## config.mk

```make
export PLATFORM = sky130hd
export DESIGN_NAME = aes_key_expander_flat
export DESIGN_NICKNAME = d
export VERILOG_FILES = /design/src/rtl/aes_key_expander_if.sv /design/src/rtl/aes_key_expander.sv /design/src/flat_wrapper.sv
export SDC_FILE = /design/constraint.sdc
export NUM_CORES = 1
export LEC_CHECK = 0
export ABC_AREA = 0
export CAP_MARGIN = 20
export CORE_ASPECT_RATIO = 1.2
export CORE_MARGIN = 4
export CORE_UTILIZATION = 40
export CTS_CLUSTER_DIAMETER = 200
export DETAILED_ROUTE_END_ITERATION = 8
export PLACE_DENSITY_LB_ADDON = 0.2
export SYNTH_ARGS = -nofsm -noshare
export SYNTH_HDL_FRONTEND = slang
export SYNTH_SLANG_ARGS = --single-unit
```

## constraint.sdc

```tcl
create_clock -name clk -period 10.5 [get_ports clk]
set_input_delay 1.05 -clock clk [delete_from_list [all_inputs] [get_ports clk]]
set_output_delay 1.05 -clock clk [all_outputs]
set_load 0.005 [all_outputs]
```

## src/rtl/aes_key_expander_if.sv

```systemverilog
// rtl/aes_key_expander_if.sv - start/key request and round key memory write port of the key expander
interface aes_key_expander_if #(
  parameter int DATA_WIDTH = 128,
  parameter int ADDR_WIDTH = 4
);
  logic                  start;
  logic [DATA_WIDTH-1:0] key_in;
  logic                  busy;
  logic                  done;
  logic                  mem_we;
  logic [ADDR_WIDTH-1:0] mem_addr;
  logic [DATA_WIDTH-1:0] mem_din;

  modport master (
    output start, key_in,
    input  busy, done, mem_we, mem_addr, mem_din
  );

  modport slave (
    input  start, key_in,
    output busy, done, mem_we, mem_addr, mem_din
  );
endinterface

```

## src/rtl/aes_key_expander.sv

```systemverilog
// rtl/aes_key_expander.sv - AES-128 key schedule, one round key written to memory per clock
module aes_key_expander #(
  parameter int DATA_WIDTH = 128,
  parameter int DEPTH      = 11,
  parameter int ADDR_WIDTH = $clog2(DEPTH)
) (
  input logic               clk,
  input logic               rst,
  aes_key_expander_if.slave bus
);

  localparam logic [0:0] S_IDLE   = 1'b0;
  localparam logic [0:0] S_EXPAND = 1'b1;
  localparam logic [3:0] LAST_ROUND = 4'(DEPTH - 1);

  // FIPS-197 forward S-box, entry 0x00 in the most significant byte
  localparam logic [2047:0] SBOX_TBL = {
    128'h637c777bf26b6fc53001672bfed7ab76,
    128'hca82c97dfa5947f0add4a2af9ca472c0,
    128'hb7fd9326363ff7cc34a5e5f171d83115,
    128'h04c723c31896059a071280e2eb27b275,
    128'h09832c1a1b6e5aa0523bd6b329e32f84,
    128'h53d100ed20fcb15b6acbbe394a4c58cf,
    128'hd0efaafb434d338545f9027f503c9fa8,
    128'h51a3408f929d38f5bcb6da2110fff3d2,
    128'hcd0c13ec5f974417c4a77e3d645d1973,
    128'h60814fdc222a908846eeb814de5e0bdb,
    128'he0323a0a4906245cc2d3ac629195e479,
    128'he7c8376d8dd54ea96c56f4ea657aae08,
    128'hba78252e1ca6b4c6e8dd741f4bbd8b8a,
    128'h703eb5664803f60e613557b986c11d9e,
    128'he1f8981169d98e949b1e87e9ce5528df,
    128'h8ca1890dbfe6426841992d0fb054bb16
  };

  function automatic logic [7:0] sbox(input logic [7:0] x);
    return SBOX_TBL[{~x, 3'b000} +: 8];
  endfunction

  logic [0:0]            state;
  logic [3:0]            round;
  logic [DATA_WIDTH-1:0] rk;
  logic [DATA_WIDTH-1:0] rk_next;
  logic [7:0]            rcon;
  logic [31:0]           rot_w3;
  logic [31:0]           sub_w3;
  logic [31:0]           t_word;
  logic [31:0]           w0_n;
  logic [31:0]           w1_n;
  logic [31:0]           w2_n;
  logic [31:0]           w3_n;

  // rcon for the key being produced, i.e. index round+1
  always_comb begin
    rcon = 8'h00;
    case (round)
      4'd0:    rcon = 8'h01;
      4'd1:    rcon = 8'h02;
      4'd2:    rcon = 8'h04;
      4'd3:    rcon = 8'h08;
      4'd4:    rcon = 8'h10;
      4'd5:    rcon = 8'h20;
      4'd6:    rcon = 8'h40;
      4'd7:    rcon = 8'h80;
      4'd8:    rcon = 8'h1b;
      4'd9:    rcon = 8'h36;
      default: rcon = 8'h00;
    endcase
  end

  always_comb begin
    rot_w3  = {rk[23:0], rk[31:24]};
    sub_w3  = {sbox(rot_w3[31:24]), sbox(rot_w3[23:16]),
               sbox(rot_w3[15:8]),  sbox(rot_w3[7:0])};
    t_word  = sub_w3 ^ {rcon, 24'h000000};
    w0_n    = rk[127:96] ^ t_word;
    w1_n    = rk[95:64]  ^ w0_n;
    w2_n    = rk[63:32]  ^ w1_n;
    w3_n    = rk[31:0]   ^ w2_n;
    rk_next = {w0_n, w1_n, w2_n, w3_n};
  end

  // Outputs are loaded with the values of the write they describe, so the
  // memory sees addr/din/we aligned in the same cycle.
  always_ff @(posedge clk or posedge rst) begin
    if (rst) begin
      state        <= S_IDLE;
      round        <= 4'd0;
      rk           <= '0;
      bus.busy     <= 1'b0;
      bus.done     <= 1'b0;
      bus.mem_we   <= 1'b0;
      bus.mem_addr <= '0;
      bus.mem_din  <= '0;
    end else begin
      bus.done <= 1'b0;
      case (state)
        S_IDLE: begin
          if (bus.start) begin
            state        <= S_EXPAND;
            round        <= 4'd0;
            rk           <= bus.key_in;
            bus.busy     <= 1'b1;
            bus.mem_we   <= 1'b1;
            bus.mem_addr <= '0;
            bus.mem_din  <= bus.key_in;
          end
        end
        S_EXPAND: begin
          if (round < LAST_ROUND) begin
            round        <= round + 4'd1;
            rk           <= rk_next;
            bus.mem_addr <= ADDR_WIDTH'(round + 4'd1);
            bus.mem_din  <= rk_next;
          end else begin
            state        <= S_IDLE;
            round        <= 4'd0;
            bus.busy     <= 1'b0;
            bus.done     <= 1'b1;
            bus.mem_we   <= 1'b0;
            bus.mem_addr <= '0;
            bus.mem_din  <= '0;
          end
        end
        default: state <= S_IDLE;
      endcase
    end
  end

endmodule

```

## src/flat_wrapper.sv

```systemverilog
// flat-port wrapper written by rule: the top's interface ports become plain ports
module aes_key_expander_flat 
#(
  parameter int DATA_WIDTH = 128,
  parameter int DEPTH      = 11,
  parameter int ADDR_WIDTH = $clog2(DEPTH)
)
  (clk, rst, bus_start, bus_key_in, bus_busy, bus_done, bus_mem_we, bus_mem_addr, bus_mem_din);
  aes_key_expander_if #(.DATA_WIDTH(DATA_WIDTH), .ADDR_WIDTH(ADDR_WIDTH)) bus_i ();
  input logic clk;
  input logic rst;
  input wire logic [$bits(bus_i.start)-1:0] bus_start;
  input wire logic [$bits(bus_i.key_in)-1:0] bus_key_in;
  output wire logic [$bits(bus_i.busy)-1:0] bus_busy;
  output wire logic [$bits(bus_i.done)-1:0] bus_done;
  output wire logic [$bits(bus_i.mem_we)-1:0] bus_mem_we;
  output wire logic [$bits(bus_i.mem_addr)-1:0] bus_mem_addr;
  output wire logic [$bits(bus_i.mem_din)-1:0] bus_mem_din;
  assign bus_i.start = bus_start;
  assign bus_i.key_in = bus_key_in;
  assign bus_busy = bus_i.busy;
  assign bus_done = bus_i.done;
  assign bus_mem_we = bus_i.mem_we;
  assign bus_mem_addr = bus_i.mem_addr;
  assign bus_mem_din = bus_i.mem_din;
  aes_key_expander #(.DATA_WIDTH(DATA_WIDTH), .DEPTH(DEPTH), .ADDR_WIDTH(ADDR_WIDTH)) u_core (.clk(clk), .rst(rst), .bus(bus_i));
endmodule
```

==> summary.md <==
| Metric | Value |
|---|---|
| Final setup violation count | `0` |
| Main combinational cell family by area after synthesis | `compound AO/OA/AOI/OAI gates` |
| Reg2reg path depth | `12` |
| Die area | `78600 µm²` |
| Post-DP HPWL | `93200 µm` |
| Gr ovfl total | `0` |
| Die H | `306 µm` |
| Syn Nets | `3955` |
| Initial antenna violation count | `3` |
| Syn avg cell area | `7.89 µm²` |
| Antenna viol nets, final | `0` |
| Synth area leader | `dfrtp_1` |
| Post-Synth Simple-Gate Area | `20.0%` |
| Final setup TNS | `0 ns` |
| R2R Setup Slk | `5.36 ns` |
| Asr flop ratio synth | `100%` |
| Most used flip-flop cell after synthesis | `dfrtp_1` |
| Rel. slew slack | `18.8%` |
| Final wirelength | `138000 µm` |
| Post-synthesis sequential area ratio | `22.2%` |
| Worst setup EP type | `register` |
| Netlist cell types | `106` |
| Total GRT Usage | `33.4%` |
| H-Tree Depth | `2` |
| Share of the synthesized area in the top cell type | `22.2%` |
| Min Tclk post-route | `5.14 ns` |
| Drt wl/cell | `29.5 µm` |
| # DRC | `0` |
| Clock transition at the registers of the reported paths | `0.07 ns` |
| Largest net degree at the start of global routing | `146` |
| Worst Setup SP | `u_core.rk[0]` |
| RR Startpoint | `u_core.rk[0]` |
| Final hold vios | `0` |
| Worst EP required | `10.98 ns` |
| # Post-CTS Setup Buffers | `0` |
| CTS Buffer Depth | `3` |
| Clock Skews | `0.0194 ns` |
| Cts bufs inserted | `34` |
| Top cells by area, synth | `dfrtp_1 22%, mux2i_1 4.5%, a21oi_1 4.5%, o21ai_0 4.1%, mux4_2 4.1%` |
| CP Launch Type | `register` |
| Status | `complete, no violations` |
| CTS resizes | `0` |
| Post-synth EDFFs | `0` |
| CP max FO | `36` |
| Die X | `257 µm` |
| Synth-to-layout area growth | `12.4%` |
| Max cap viols | `0` |
| Row Count | `109` |
| Clock latency on the worst-skew pair | `0.57 ns` |
| Final core occ | `45.3%` |
| Worst r2r dst | `u_core.rk[9]` |
| Most common cell after layout, fill and taps aside | `nand2_1` |
| Post-Syn Area | `29700 µm²` |
| Crit path DAT | `5.62 ns` |
| Vias in the first global route | `30500` |
| Worst setup endpoint | `u_core.rk[9]` |
| Synthesized flop and latch total | `263` |
| Final period util | `49.0%` |
| Drt first pass iters | `6` |
| Multiplexer area fraction after synthesis | `9.53%` |
| Vias per Instance | `6.86` |
| Synth Area in XOR/XNOR | `6.95%` |
| Core Area | `73600 µm²` |
| Cts hold-fix bufs | `0` |
| # nets final | `3902` |
| I/O pins | `266` |
| Synth Area in Compound Gates | `31.2%` |
| Root buffer cell | `clkbuf_16` |
| Via count | `32100` |
| Clock Sink Count | `263` |
| Worst Tran Pin Value | `1.20 ns` |
| First-pass GRT wire length | `206000 µm` |
| Min-Delay Path Class | `reg -> reg` |
| Setup CP Type | `reg -> reg` |
| Share of cells above drive strength 1 | `8.44%` |
| Max frequency | `194 MHz` |
| Syn Inst Count | `3760` |
| Routability Congestion | `1.05` |
| Initial core utilization | `40.3%` |
| YS warnings | `0` |
| DR iter-0 viols | `4668` |
| Max-slew violation count | `0` |
| CTS tree | `done` |
| Area share of fa/ha/maj cells after synthesis | `2.72%` |
| Hold slack | `0.487 ns` |
| Unrepaired setup endpoints after global routing | `no` |
| Commonest non-fill, non-tap cells in the layout | `304 x nand2_1, 266 x a21oi_1, 264 x nor2_1, 264 x clkdlybuf4s50_1, 250 x dfrtp_1` |
| Port buffer count | `265` |
## layout make-up
cell class	count	area [µm²]
flip-flops and latches	263	6610
diodes	2	5.00
clock buffers	51	1050
well taps	943	1180
repair buffers	331	3160
clock inverters	10	82.6
inverters	83	319
multi-input cells	2994	20900
fillers	7319	40300
## critical path, cell delays in order, from the launching register on
cell      delay [ns]
dfrtp_1         0.32
buf_4           0.39
clkinv_1        0.49
ha_1            0.80
nor2b_1         0.58
nor2_1          0.18
o21ai_0         0.31
a21oi_1         0.11
mux4_2          0.51
a221oi_4        0.56
xnor3_1         0.43
and3_1          0.20
a311oi_2        0.18
## worst min path at each step
stage / from / end / cells past startpoint
global route: u_core.bus.mem_din[101] / u_core.bus.mem_din[101] / 2
floorplan: u_core.rk[98] / u_core.rk[98] / 2
finish: u_core.bus.mem_din[101] / u_core.bus.mem_din[101] / 2
detailed placement: u_core.bus.mem_din[101] / u_core.bus.mem_din[101] / 2
global placement: u_core.bus.mem_din[98] / u_core.bus.mem_din[98] / 2
CTS: u_core.bus.mem_din[101] / u_core.bus.mem_din[101] / 2
## per-stage QoR
step,cell area [µm²],setup WS (ns),instances
2_1_floorplan,29700,2.21,3760
3_3_place_gp,32200,5.60,4614
3_5_place_dp,32200,5.50,4614
4_1_cts,33300,5.50,4675
5_1_grt,33300,5.20,4677
6_report,33300,5.36,4677
## metal layers
metal	vias up	GRT usage [%]	routed length, µm
met1	15600	43.6	54000
met5	-	0	12
met3	431	5.92	12500
met4	2	19.7	9950
met2	2037	52.2	61400
li1	14100	-	-
## cells by family after synthesis
group,count (synthesis)
AO/OA/AOI/OAI,1334
XOR/XNOR,191
adder cells (fa/ha/maj),64
buffers and inverters,503
flip-flops,263
multiplexers,212
AND/OR/NAND/NOR,1193
## Yosys cell counts, types with 23 or more instances
library cell,number
nand2_1,306
nor2_1,268
a21oi_1,266
dfrtp_1,263
o21ai_0,246
clkbuf_1,225
mux2i_1,134
buf_2,127
xnor2_1,118
o22ai_1,109
nand2b_1,101
nand3_1,97
nor3_1,89
a211oi_1,87
nor2b_1,87
a31oi_1,69
inv_1,64
ha_1,63
o211ai_1,61
mux4_2,54
and2_1,48
xor2_1,43
o311ai_0,41
a311oi_1,35
or3_1,33
a221oi_1,32
buf_1,32
buf_4,26
o21a_1,26
or2_2,26
and3_1,25
xnor3_1,25
mux2_2,24
a221o_1,23
## flip-flops by register name (all words and copies together), names as in the netlist
name	flops
u_core.bus.done	1
u_core.bus.busy	1
u_core.rk	128
u_core.bus.mem_din	128
u_core.state	1
u_core.bus.mem_addr	4
Power is not shown: default switching activity piles up to over one toggle a cycle in this logic, so the estimate is an artifact.
